==> src/rtl/uart_tx_fifo.sv <==
// Buffered UART transmitter: byte FIFO feeding an 8-bit serialiser (optional even parity, 1-2 stop bits).
// Start bit appears 2 cycles after an accepted push into an empty FIFO; TX_READY drops when full, rejected pushes pulse OVERFLOW.
module uart_tx_fifo #(
    parameter int CLK_DIV    = 434,
    parameter int FIFO_DEPTH = 16,
    parameter int PARITY_EN  = 0,
    parameter int STOP_BITS  = 1
) (
    input  logic                          CLK,
    input  logic                          RST,
    input  logic [7:0]                    TX_DATA,
    input  logic                          TX_VALID,
    output logic                          TX_READY,
    output logic                          TXD,
    output logic                          TX_BUSY,
    output logic [$clog2(FIFO_DEPTH):0]   FIFO_COUNT,
    output logic                          OVERFLOW
);

    localparam int AW = $clog2(FIFO_DEPTH);
    localparam int CW = AW + 1;
    localparam int TW = $clog2(CLK_DIV);

    typedef enum logic [2:0] {
        S_IDLE,
        S_START,
        S_DATA,
        S_PARITY,
        S_STOP
    } state_t;

    state_t          state_q;
    logic [TW-1:0]   timer_q;
    logic [2:0]      bit_idx_q;
    logic            stop_idx_q;
    logic [7:0]      shift_q;
    logic            parity_q;
    logic            txd_q;

    logic [7:0]      mem_q [FIFO_DEPTH];
    logic [AW-1:0]   rd_ptr_q;
    logic [AW-1:0]   wr_ptr_q;
    logic [CW-1:0]   count_q;
    logic [CW-1:0]   count_d;
    logic            overflow_q;

    logic            push;
    logic            pop;
    logic            bit_end;
    logic            frame_end;
    logic [7:0]      head;

    // Ready depends only on registered count and reset, never on TX_VALID.
    assign TX_READY  = (count_q != CW'(FIFO_DEPTH)) && !RST;
    assign push      = TX_VALID && TX_READY;
    assign bit_end   = (timer_q == '0);
    assign frame_end = (state_q == S_STOP) && bit_end && (stop_idx_q == 1'(STOP_BITS - 1));
    assign pop       = (count_q != '0) && ((state_q == S_IDLE) || frame_end);
    assign head      = mem_q[rd_ptr_q];

    always_comb begin
        count_d = count_q + CW'(push) - CW'(pop);
    end

    always_ff @(posedge CLK) begin
        if (push) begin
            mem_q[wr_ptr_q] <= TX_DATA;
        end
    end

    always_ff @(posedge CLK) begin
        if (RST) begin
            rd_ptr_q   <= '0;
            wr_ptr_q   <= '0;
            count_q    <= '0;
            overflow_q <= 1'b0;
        end else begin
            if (push) begin
                wr_ptr_q <= wr_ptr_q + AW'(1);
            end
            if (pop) begin
                rd_ptr_q <= rd_ptr_q + AW'(1);
            end
            count_q    <= count_d;
            overflow_q <= TX_VALID && !TX_READY;
        end
    end

    always_ff @(posedge CLK) begin
        if (RST) begin
            state_q    <= S_IDLE;
            timer_q    <= '0;
            bit_idx_q  <= '0;
            stop_idx_q <= 1'b0;
            shift_q    <= '0;
            parity_q   <= 1'b0;
            txd_q      <= 1'b1;
        end else begin
            case (state_q)
                S_IDLE: begin
                    if (pop) begin
                        state_q  <= S_START;
                        txd_q    <= 1'b0;
                        timer_q  <= TW'(CLK_DIV - 1);
                        shift_q  <= head;
                        parity_q <= ^head;
                    end
                end
                S_START: begin
                    if (bit_end) begin
                        state_q   <= S_DATA;
                        txd_q     <= shift_q[0];
                        shift_q   <= shift_q >> 1;
                        bit_idx_q <= '0;
                        timer_q   <= TW'(CLK_DIV - 1);
                    end else begin
                        timer_q <= timer_q - TW'(1);
                    end
                end
                S_DATA: begin
                    if (bit_end) begin
                        timer_q <= TW'(CLK_DIV - 1);
                        if (bit_idx_q == 3'd7) begin
                            if (PARITY_EN != 0) begin
                                state_q <= S_PARITY;
                                txd_q   <= parity_q;
                            end else begin
                                state_q    <= S_STOP;
                                txd_q      <= 1'b1;
                                stop_idx_q <= 1'b0;
                            end
                        end else begin
                            bit_idx_q <= bit_idx_q + 3'd1;
                            txd_q     <= shift_q[0];
                            shift_q   <= shift_q >> 1;
                        end
                    end else begin
                        timer_q <= timer_q - TW'(1);
                    end
                end
                S_PARITY: begin
                    if (bit_end) begin
                        state_q    <= S_STOP;
                        txd_q      <= 1'b1;
                        stop_idx_q <= 1'b0;
                        timer_q    <= TW'(CLK_DIV - 1);
                    end else begin
                        timer_q <= timer_q - TW'(1);
                    end
                end
                S_STOP: begin
                    if (bit_end) begin
                        timer_q <= TW'(CLK_DIV - 1);
                        if (frame_end) begin
                            // Chain straight into the next start bit when data is waiting.
                            if (pop) begin
                                state_q  <= S_START;
                                txd_q    <= 1'b0;
                                shift_q  <= head;
                                parity_q <= ^head;
                            end else begin
                                state_q <= S_IDLE;
                                txd_q   <= 1'b1;
                                timer_q <= '0;
                            end
                        end else begin
                            stop_idx_q <= stop_idx_q + 1'b1;
                        end
                    end else begin
                        timer_q <= timer_q - TW'(1);
                    end
                end
                default: begin
                    state_q <= S_IDLE;
                    txd_q   <= 1'b1;
                    timer_q <= '0;
                end
            endcase
        end
    end

    assign TXD        = txd_q;
    assign TX_BUSY    = (state_q != S_IDLE);
    assign FIFO_COUNT = count_q;
    assign OVERFLOW   = overflow_q;

endmodule

==> config.mk <==
export PLATFORM = sky130hd
export DESIGN_NAME = uart_tx_fifo
export DESIGN_NICKNAME = d
export VERILOG_FILES = /design/src/rtl/uart_tx_fifo.sv
export SDC_FILE = /design/constraint.sdc
export NUM_CORES = 1
export LEC_CHECK = 0
export BUFFER_PORTS_ARGS = -buffer_cell sky130_fd_sc_hd__clkbuf_2
export CAP_MARGIN = 30
export CORE_AREA = 2 2 172 132
export CTS_CLUSTER_DIAMETER = 150
export CTS_CLUSTER_SIZE = 10
export DETAILED_ROUTE_END_ITERATION = 6
export DIE_AREA = 0 0 174 134
export GPL_TIMING_DRIVEN = 0
export PLACE_DENSITY_LB_ADDON = 0.15
export SLEW_MARGIN = 10
export SYNTH_ARGS = -nofsm -noshare
export SYNTH_HDL_FRONTEND = slang
export SYNTH_SLANG_ARGS = --single-unit
export TNS_END_PERCENT = 1
==> constraint.sdc <==
create_clock -name CLK -period 4.9 [get_ports CLK]
set_clock_uncertainty 0.2 [all_clocks]
set_input_delay 0.735 -clock CLK [delete_from_list [all_inputs] [get_ports CLK]]
set_output_delay 0.735 -clock CLK [all_outputs]
set_load 0.05 [all_outputs]
==> key figures, run 1 <==
Critical path
  • CP max FO: 10
  • R2r startpoint: FIFO_COUNT[2]
  • Reg2Reg Capture Point: FIFO_COUNT[4]
  • CP required: a little under 4 ns
  • Setup crit start kind: input port
  • Worst Path Arrival: roughly 2.7 ns
  • Crit path kind: input port to primary output
  • Crit end category: primary output
  • Reg2reg path depth: 15
  • Worst R2R Setup Slack: 1.27 ns

Global routing
  • Global-route wire length before repair: around 26,000 um
  • Gr usage total: 0.151
  • Initial antenna violation count: 0
  • Vias in the first global route: roughly 4,300
  • Largest net degree at the start of global routing: 19
  • Grt total ovfl: 0

STA
  • Max-slew headroom: 0.363
  • Min cycle time layout: approximately 3.7 ns
  • Fin Setup TNS: 0 ns
  • Final setup fails: 0
  • Fin. Hold Viols: 0
  • RSZ-0062 raised after global routing: no
  • Worst slew pin tran: ~0.95 ns
  • Final Max Slew Viols: 0
  • Period utilization: 0.748
  • Fin worst setup slack: 1.23 ns
  • Upper clock frequency limit: 273 MHz

Clock tree
  • Worst-Skew Late Latency: about 0.43 ns
  • Clock Sinks: between 150 and 200
  • CTS H-tree depth: 4
  • Clock Root Buffer: clkbuf_16
  • Cts hold-fix bufs: 0
  • Clock slew at reported path FFs: ~0.070 ns
  • TritonCTS Buffers: 17
  • CTS tree: built
  • Postcts setup bufs: 0
  • Post-cts sizing count: 0
  • Clk buf depth: 2

Detailed routing
  • Antenna Violating Nets Remaining: 0
  • Wire length per cell: 19.5 um
  • DRC violations left: 0
  • Drt total wl: between 15,000 and 20,000 um
  • Via count: around 4,300
  • DRT Pass-1 Iters: 5
  • Vias per cell: between 5 and 6
  • DRT iter0 DRCs: approximately 520

Yosys
  • Cell Area, Synth: ~7300 um2
  • Ys flop type: edfxtp_1
  • Netlist cell types: 56
  • Syn Area/Cell: 14.5 um2
  • Yosys reg bits: between 150 and 200
  • Mapped Nets: between 500 and 600
  • Post-synth EDFFs: between 100 and 150
  • Syn Inst Count: 502
  • Sequential area share after synthesis: 0.648
  • Yosys Warn Count: 0
  • Async SR Flop Fraction: 0

Outcome
  • Status: completed

Placement
  • Placer Congestion: 0.793
  • Place WS: between 1 and 1.5 ns
  • Hpwl dp: 11,400 um
  • Placed cell count: about 820
  • I/O Buffers: 19

Layout
  • Fill count: 2,075
  • Commonest non-fill, non-tap cell in the layout: edfxtp_1
  • Most frequent cells in the layout: edfxtp_1, nor2_1, dfxtp_1
  • Layout cell share with drive strength beyond 1: 0.215
  • Nets@finish: about 570
  • Area Overhead vs Synth: 15.0%
  • Number of diodes: 0
  • Finished Layout Cells: 852

Floorplanning
  • Die width: roughly 170 um
  • Die height: 134 um
  • I/O pin total: 20
  • Die area: between 20,000 and 25,000 um2
  • Core box area: 21,600 um2
  • Row count: 47
  • Initial core utilization: 0.335

Hold path
  • HP Class: register to register
  • Worst hold path endpoint: bit_idx_q[2]
  • Hold Crit Depth: 2
  • HP Start: bit_idx_q[2]

Power and ir drop
  • Power density cells: 541 nW/um2
  • Pleak: 2.79 nW
  • Peak VDD IR: ~0.21 mV

Job
  • Max Cap Viol: 0
## metrics by stage
step	area, um2	hold WS, ns	utilization	power [mW]
3_3_place_gp	7720	0.245	0.357	3.21
5_1_grt	8350	0.298	0.386	4.75
2_1_floorplan	7260	0.236	-	2.86
3_5_place_dp	7750	0.254	0.358	3.24
4_1_cts	8330	0.264	0.385	4.55
6_report	8350	0.261	0.386	4.52
## kinds of logic (layout without fill, tap and decap cells)
logic type      after synthesis  count (layout)  synth area share
xor+xnor                     11              11            0.0133
mux                          42              42             0.102
compound gates               85              85            0.0857
simple gates                133             133            0.0951
fa+ha+maj                    16              16            0.0286
buf+inv                      44             100            0.0274
flops                       171             171             0.648
## synth_stat cells (all sizes together), types with 2 or more instances
cell type	n	area [um2]
nand3	5	25.0
or2	3	18.8
buf	14	85.1
nor4	3	18.8
nand4	3	18.8
nor3	9	45.0
nor2b	11	68.8
nand2b	8	50.1
mux4	24	541
a311oi	2	17.5
nor3b	4	30.0
or4b	2	20.0
o31ai	11	96.3
mux2i	3	30.0
nor2	46	173
inv	15	56.3
a211oi	9	67.6
o21ai	10	50.1
nand2	20	75.1
edfxtp	128	3840
a21oi	24	120
or3	2	12.5
xnor2	5	43.8
clkbuf	15	57.6
o211ai	2	15.0
o41ai	7	76.3
mux2	15	169
dfxtp	43	861
and3	2	12.5
xor2	6	52.6
nand3b	10	75.1
o22ai	10	68.8
ha	15	188
a21o	2	15.0
## where the power goes
part           switching, mW  internal [mW]  leakage, nW  total (mW)
Clock                  0.632          0.680        0.280        1.31
Combinational          0.870          0.574         1.00        1.44
Sequential            0.0924           1.67         1.51        1.76
## routing by layer
metal / up-vias / global-route usage / share of wire
met2: 117 / 0.222 / 0.44
met5: - / 0 / 0
met4: 0 / 0.0364 / 0.0076
met3: 11 / 0.0351 / 0.052
met1: 2190 / 0.224 / 0.50
li1: 2012 / - / -
## flip-flops by register name (all words and copies together) (netlist names), named ones only
| signal | cells |
|---|---|
| shift_q | 8 |
| TXD | 1 |
| OVERFLOW | 1 |
| bit_idx_q | 3 |
| state_q | 3 |
| timer_q | 9 |
| stop_idx_q | 1 |
| mem_q | 128 |
| FIFO_COUNT | 5 |
| wr_ptr_q | 4 |
| rd_ptr_q | 4 |
## worst max path at each step
stage                  start       endpoint  slack, ns  cells after the start
2_1_floorplan  FIFO_COUNT[2]  FIFO_COUNT[4]       1.35                     14
3_3_place_gp             RST    mem_q[3][3]       0.52                      5
3_5_place_dp             RST       TX_READY       1.17                      6
4_1_cts                  RST       TX_READY       1.16                      6
5_1_grt        FIFO_COUNT[2]  FIFO_COUNT[4]       0.98                     15
6_report                 RST       TX_READY       1.23                      6
## critical path, cell delays in order
cell	delay, ns
clkbuf_2	0.09
clkbuf_1	0.47
clkbuf_1	0.55
clkbuf_1	0.52
nor2_1	0.10
clkbuf_2	0.26
## final cells by class
type                       count  area, um2  share of cell area
buffer                        29        143              0.0171
clock inverter                14        144              0.0172
timing repair buffer          24        130              0.0156
tap                          294        368              0.0441
sequential                   171       4700               0.563
inverter                      15       56.3             0.00674
clock buffer                  18        429              0.0514
multi-input combinational    287       2380               0.285
Power figures use the tool's default switching activity.
==> run 2, diff against run 1 <==
Settings changed: ABC_AREA set to 1, CORE_AREA 2 2 172 132 to 2 2 178 136, DIE_AREA 0 0 174 134 to 0 0 180 138.
Clock period 4.9 ns to 3 ns, I/O delays scaled along.
==> key figures, run 2 <==
Outcome
  • Status: completed (unchanged)

Layout
  • Area Overhead vs Synth: 13.6% (was 15.0%)
  • Number of diodes: 0 (unchanged)
  • Layout cell share with drive strength beyond 1: 0.0898 (was 0.215)
  • Regs by FF count: mem_q (128), timer_q (9), shift_q (8) (unchanged)
  • Commonest non-fill, non-tap cell in the layout: nand2_1 (was edfxtp_1)
  • Largest Register: mem_q (unchanged)
  • Most frequent cells in the layout: nand2_1, inv_1, edfxtp_1 (was edfxtp_1, nor2_1, dfxtp_1)
  • Nets@finish: 917 (was 572)
  • Fill count: 2,358 (was 2,075)
  • Max reg flops: 128 (unchanged)

Job
  • Max Cap Viol: 0 (unchanged)

Yosys
  • Sequential area share after synthesis: 0.605 (was 0.648)
  • Top cells by area, synth: edfxtp_1, nand2_1, dfxtp_1 (was edfxtp_1, dfxtp_1, mux4_2)
  • Top cell type's share of synthesized area: 0.494 (was 0.529)
  • Yosys reg bits: 171 (unchanged)
  • Netlist cell types: 35 (was 56)
  • Count leader, synth: nand2_1 (was edfxtp_1)
  • Cell Area, Synth: 7770 um2 (was 7260 um2)
  • Ys flop type: edfxtp_1 (unchanged)
  • Post-synth EDFFs: 128 (unchanged)
  • Syn Inst Count: 849 (was 502)
  • Async SR Flop Fraction: 0 (unchanged)
  • Commonest cells post-synth: nand2_1, inv_1, edfxtp_1 (was edfxtp_1, nor2_1, dfxtp_1)
  • Yosys Warn Count: 0 (unchanged)
  • Mapped Nets: 876 (was 529)
  • Area leader, netlist: edfxtp_1 (unchanged)
  • Syn Area/Cell: 9.16 um2 (was 14.5 um2)

Floorplanning
  • I/O pin total: 20 (unchanged)
  • Die width: 180 um (was 174 um)
  • Row count: 49 (was 47)
  • Die height: 138 um (was 134 um)
  • Die area: 24,800 um2 (was 23,300 um2)
  • Core box area: 23,400 um2 (was 21,600 um2)
  • Initial core utilization: 0.333 (was 0.335)

Power and ir drop
  • Switch share: 0.393 (was 0.353)
  • Switching power: 3.19 mW (was 1.59 mW)
  • Internal cell power: 4.92 mW (was 2.92 mW)
  • Clk pwr share: 0.263 (was 0.290)
  • Peak VDD IR: 0.403 mV (was 0.207 mV)
  • Logic pwr share: 0.377 (was 0.320)
  • Power density cells: 917 nW/um2 (was 541 nW/um2)
  • Pleak: 3.73 nW (was 2.79 nW)
  • Sequential Power Share: 0.360 (was 0.390)

STA
  • Fin Setup TNS: 0 ns (unchanged)
  • Max-slew headroom: 0.426 (was 0.363)
  • RSZ-0062 raised after global routing: no (unchanged)
  • Min cycle time layout: 2.79 ns
  • Period utilization: 0.930
  • Upper clock frequency limit: between 300 and 400 MHz
  • Final setup fails: 0 (unchanged)
  • Fin. Hold Viols: 0 (unchanged)
  • Worst slew pin tran: 0.858 ns (was 0.953 ns)
  • Hold WS: 0.0616 ns (was 0.261 ns)
  • Final Max Slew Viols: 0 (unchanged)

Clock tree
  • Worst-Skew Late Latency: 0.43 ns (about the same)
  • CTS tree: built (unchanged)
  • CTS H-tree depth: 4 (unchanged)
  • Clock slew at reported path FFs: 0.07 ns (about the same)
  • TritonCTS Buffers: 17 (unchanged)
  • Clock Sinks: 171 (unchanged)
  • Clk buf depth: 2 (unchanged)
  • Clock Root Buffer: clkbuf_16 (unchanged)

Hold path
  • HP Start: TX_VALID (was bit_idx_q[2])
  • Worst hold path endpoint: OVERFLOW (was bit_idx_q[2])
  • HP Class: input port to register (was register to register)
  • Hold Crit Depth: 3 (was 2)

Global routing
  • Global-route wire length before repair: 29,800 um (was 25,800 um)
  • Vias in the first global route: 4,947 (was 4,282)
  • Grt total ovfl: 0 (unchanged)
  • Gr usage total: 0.159 (was 0.151)
  • Largest net degree at the start of global routing: 17 (was 19)
  • Initial antenna violation count: 0 (unchanged)

Critical path
  • Crit end category: register (was primary output)
  • CP cell instances: inv_2, ha_1, nand3_2, nor2_4, nand2_2, nand2_2, nand2_4, inv_2, ha_1, inv_1, ha_1, fa_2, nand2_1, a21oi_1, nor2_1, o21ai_0, a21oi_1 (was clkbuf_2, clkbuf_1, clkbuf_1, clkbuf_1, nor2_1, clkbuf_2)
  • R2r startpoint: timer_q[0] (was FIFO_COUNT[2])
  • Crit-path most repeated cell: ha_1 (was clkbuf_1)
  • Slowest stage cell, crit path: fa_2 (was clkbuf_1)
  • Worst Path Arrival: 2.95 ns (was 2.73 ns)
  • Setup crit start kind: register (was input port)
  • Reg2Reg Capture Point: FIFO_COUNT[4] (unchanged)
  • CP max FO: 6 (was 10)
  • Reg2reg path depth: 17 (was 15)
  • Worst R2R Setup Slack: 0.21 ns (was 1.27 ns)
  • CP required: 3.16 ns (was 3.96 ns)
  • Crit path kind: register to register (was input port to primary output)
  • CP max stage delay: 0.36 ns (was 0.55 ns)

Detailed routing
  • Antenna Violating Nets Remaining: 0 (unchanged)
  • DRT iter0 DRCs: 436 (was 516)
  • Drt total wl: 19,500 um (was 16,600 um)
  • DRC violations left: 0 (unchanged)
  • Vias per cell: 4.61 (was 5.08)
  • Wire length per cell: 16.1 um (was 19.5 um)
  • Via count: 5,570 (was 4,330)
  • DRT Pass-1 Iters: 5 (unchanged)

Placement
  • Hpwl dp: 13,500 um (was 11,400 um)
  • Placer Congestion: 0.820 (was 0.793)
  • I/O Buffers: 19 (unchanged)
run 2: changes by cell type in the layout (fill, tap and decap cells not counted), sizes merged, moves of 9 or more:
cell,change
nand2,+230
inv,+115
nand3,+105
mux4,-24
mux2,-15
a21oi,+14
nor2,+11
nor2b,-11
o21ai,+10
o31ai,-10
nand3b,-9
o22ai,-9
run 2: power groups by stage:
stage	combinational (mW)	clock (mW)	sequential [mW]
floorplan	2.05	0	3.04
global placement	2.99	0	2.96
detailed placement	2.99	0	2.96
CTS	3.01	2.18	2.91
global route	3.43	2.28	2.94
finish	3.06	2.13	2.91
run 2: final cells by class:
type | count | area (um2) | area share
clock inverter | 11 | 120 | 0.0136
buffer | 29 | 134 | 0.0152
sequential | 171 | 4700 | 0.533
tap | 306 | 383 | 0.0433
multi-input combinational | 512 | 2420 | 0.274
inverter | 137 | 514 | 0.0582
timing repair buffer | 22 | 118 | 0.0133
clock buffer | 20 | 437 | 0.0494
run 2: critical path, delay by kind of cell, from the launching register on:
kind | cells | cell delay [ns]
buffers and inverters | 3 | 0.20
flip-flops | 1 | 0.35
AND/OR/NAND/NOR | 7 | 0.64
adder cells (fa/ha/maj) | 4 | 1.04
AO/OA/AOI/OAI | 3 | 0.28
run 2: through the flow:
stage	power (mW)	instances	area (um2)	utilization	setup slack, ns
global placement	5.95	1174	8250	0.353	-0.0357
global route	8.65	1208	8830	0.378	0.0172
detailed placement	5.95	1174	8250	0.353	-0.0326
finish	8.10	1208	8830	0.378	0.211
CTS	8.10	1206	8820	0.377	0.0415
floorplan	5.09	849	7770	-	0.168
run 2: timing repair:
action,CTS,global route
gates resized for setup,0,3
pin swaps,1,1
setup endpoints to repair,1,1
hold buffers,0,0
gates cloned,0,0
buffers inserted,1,2
run 2: worst max path at each step:
stage	start	endpoint	cells past startpoint
after floorplan	FIFO_COUNT[3]	FIFO_COUNT[4]	14
after global placement	FIFO_COUNT[3]	FIFO_COUNT[4]	14
after detailed placement	FIFO_COUNT[2]	FIFO_COUNT[4]	14
final	timer_q[0]	FIFO_COUNT[4]	17
after global routing	timer_q[0]	FIFO_COUNT[4]	17
after CTS	timer_q[0]	FIFO_COUNT[4]	17
run 2: cell families (layout without fill, tap and decap cells):
kind of cell / Yosys count / count (layout) / share of synthesized area
flops: 171 / 171 / 0.605
fa+ha+maj: 16 / 16 / 0.0267
compound gates: 67 / 67 / 0.0460
xor+xnor: 4 / 4 / 0.00451
simple gates: 425 / 425 / 0.234
buf+inv: 166 / 219 / 0.0834
run 2: layer usage:
layer  up-vias  GRT usage  routed length (um)
met5         -          0                   0
met4         0     0.0428                 261
met3        19     0.0369                 965
met2       126      0.207                7560
met1      2595      0.258               10700
li1       2830          -                   -
==> run 3, diff against run 2 <==
Settings changed: CORE_AREA 2 2 178 136 to 2 2 173 141, DIE_AREA 0 0 180 138 to 0 0 175 143.
==> key figures, run 3 (synthesized netlist as in run 2, its figures left out) <==
Clock tree
  • Clock Root Buffer: clkbuf_16 (unchanged)
  • CTS tree: built (unchanged)
  • Clock slew at reported path FFs: 0.07 ns (about the same)
  • Clock Sinks: 171 (unchanged)
  • CTS H-tree depth: 4 (unchanged)
  • Clk buf depth: 2 (unchanged)
  • TritonCTS Buffers: 17 (unchanged)
  • Worst-Skew Late Latency: 0.43 ns (about the same)

Floorplanning
  • Die area: 25,000 um2 (was 24,800 um2)
  • Initial core utilization: 0.335 (was 0.333)
  • Die height: 143 um (was 138 um)
  • Die width: 175 um (was 180 um)
  • I/O pin total: 20 (unchanged)
  • Core box area: 23,200 um2 (was 23,400 um2)
  • Row count: 50 (was 49)

Outcome
  • Status: completed (unchanged)

STA
  • Fin worst setup slack: 0.243 ns (was 0.211 ns)
  • Final Max Slew Viols: 0 (unchanged)
  • Upper clock frequency limit: 363 MHz (was 359 MHz)
  • Max-slew headroom: 0.378 (was 0.426)
  • Period utilization: 0.919 (was 0.930)
  • Min cycle time layout: 2.76 ns (was 2.79 ns)
  • Worst slew pin tran: 0.929 ns (was 0.858 ns)
  • Fin. Hold Viols: 0 (unchanged)
  • Final setup fails: 0 (unchanged)
  • RSZ-0062 raised after global routing: no (unchanged)
  • Fin Setup TNS: 0 ns (unchanged)

Layout
  • Regs by FF count: mem_q (128), timer_q (9), shift_q (8) (unchanged)
  • Max reg flops: 128 (unchanged)
  • Layout cell share with drive strength beyond 1: 0.0942 (was 0.0898)
  • Commonest non-fill, non-tap cell in the layout: nand2_1 (unchanged)
  • Number of diodes: 0 (unchanged)
  • Nets@finish: 916 (was 917)
  • Most frequent cells in the layout: nand2_1, inv_1, edfxtp_1 (unchanged)
  • Largest Register: mem_q (unchanged)
  • Area Overhead vs Synth: 14.0% (was 13.6%)
  • Finished Layout Cells: 1,214 (was 1,208)

Power and ir drop
  • Pleak: 3.73 nW (about the same)
  • Peak VDD IR: 0.452 mV (was 0.403 mV)
  • Total power: 8.16 mW (was 8.10 mW)
  • Power density cells: 920 nW/um2 (was 917 nW/um2)

Placement
  • Placed cell count: 1,180 (was 1,174)
  • I/O Buffers: 19 (unchanged)
  • Placer Congestion: 0.819 (was 0.820)
  • Hpwl dp: 13,500 um (about the same)
  • Place WS: 0.0244 ns (was -0.0326 ns)

Critical path
  • CP required: 3.17 ns (was 3.16 ns)
  • Setup crit start: timer_q[0] (unchanged)
  • Crit end category: register (unchanged)
  • R2r startpoint: timer_q[0] (unchanged)
  • Reg2reg path depth: 17 (unchanged)
  • Worst Path Arrival: 2.93 ns (was 2.95 ns)
  • Last element of the critical path: FIFO_COUNT[4] (unchanged)
  • CP max FO: 8 (was 6)
  • Setup crit start kind: register (unchanged)
  • Worst R2R Setup Slack: 0.24 ns (was 0.21 ns)
  • Crit path kind: register to register (unchanged)
  • Reg2Reg Capture Point: FIFO_COUNT[4] (unchanged)

Detailed routing
  • Wire length per cell: 16.2 um (was 16.1 um)
  • Antenna Violating Nets Remaining: 0 (unchanged)
  • DRT Pass-1 Iters: 5 (unchanged)
  • DRT iter0 DRCs: 569 (was 436)
  • Drt total wl: 19,700 um (was 19,500 um)
  • DRC violations left: 0 (unchanged)
  • Vias per cell: 4.61 (about the same)
  • Via count: 5,596 (was 5,570)

Global routing
  • Vias in the first global route: 5,116 (was 4,947)
  • Initial antenna violation count: 0 (unchanged)
  • Grt total ovfl: 0 (unchanged)
  • Global-route wire length before repair: 30,600 um (was 29,800 um)
  • Largest net degree at the start of global routing: 17 (unchanged)
  • Gr usage total: 0.166 (was 0.159)

Job
  • Max Cap Viol: 0 (unchanged)

Hold path
  • HP Class: input port to register (unchanged)
-- run 3: layout make-up --
| cell class | count | area (um2) |
|---|---|---|
| buffer | 29 | 134 |
| sequential | 171 | 4700 |
| clock inverter | 15 | 163 |
| fill | 2317 | 14300 |
| tap | 312 | 390 |
| multi-input combinational | 512 | 2420 |
| clock buffer | 17 | 425 |
| inverter | 137 | 514 |
| timing repair buffer | 21 | 110 |
-- run 3: worst min-delay path by stage --
stage | depth (start not counted) | from | end
2_1_floorplan | 2 | stop_idx_q | stop_idx_q
3_3_place_gp | 2 | stop_idx_q | stop_idx_q
3_5_place_dp | 2 | stop_idx_q | stop_idx_q
4_1_cts | 3 | TX_VALID | OVERFLOW
5_1_grt | 3 | TX_VALID | OVERFLOW
6_report | 3 | TX_VALID | OVERFLOW
-- run 3: layer usage --
layer,track usage,part of all wire,vias to the layer above
li1,-,-,2829
met1,0.258,0.52,2614
met2,0.229,0.41,137
met3,0.0359,0.056,16
met4,0.0461,0.013,0
met5,0,0,-
-- run 3: through the flow --
step	instance area, um2	hold WS [ns]	util
after floorplan	7770	0.223	-
after global placement	8260	0.246	0.356
after detailed placement	8260	0.237	0.356
after CTS	8850	0.0260	0.381
after global routing	8870	0.0659	0.382
final	8870	0.0390	0.382
-- run 3: worst max-delay path, stage by stage, from the launching register on --
cell     delay (ns)
dfxtp_1        0.33
inv_1          0.09
ha_1           0.21
nand3_2        0.09
nor2_4         0.05
nand2_2        0.10
nand2_2        0.08
nand2_4        0.12
inv_2          0.08
ha_1           0.28
inv_1          0.04
ha_1           0.20
fa_2           0.36
nand2_1        0.07
a21oi_1        0.05
nor2_1         0.13
o21ai_0        0.09
a21oi_1        0.13
-- run 3: what timing repair did --
item,4_1_cts,5_1_grt
buffers inserted,0,2
pin swaps,1,2
gates resized for setup,0,2
cloned,0,0
endpoints found under the setup margin,1,1
hold buffers,0,0
-- run 3: power by group --
| part | internal (mW) | switching, mW | leakage, nW |
|---|---|---|---|
| logic | 0.927 | 2.09 | 1.95 |
| clock network | 1.24 | 0.992 | 0.278 |
| registers | 2.75 | 0.151 | 1.51 |
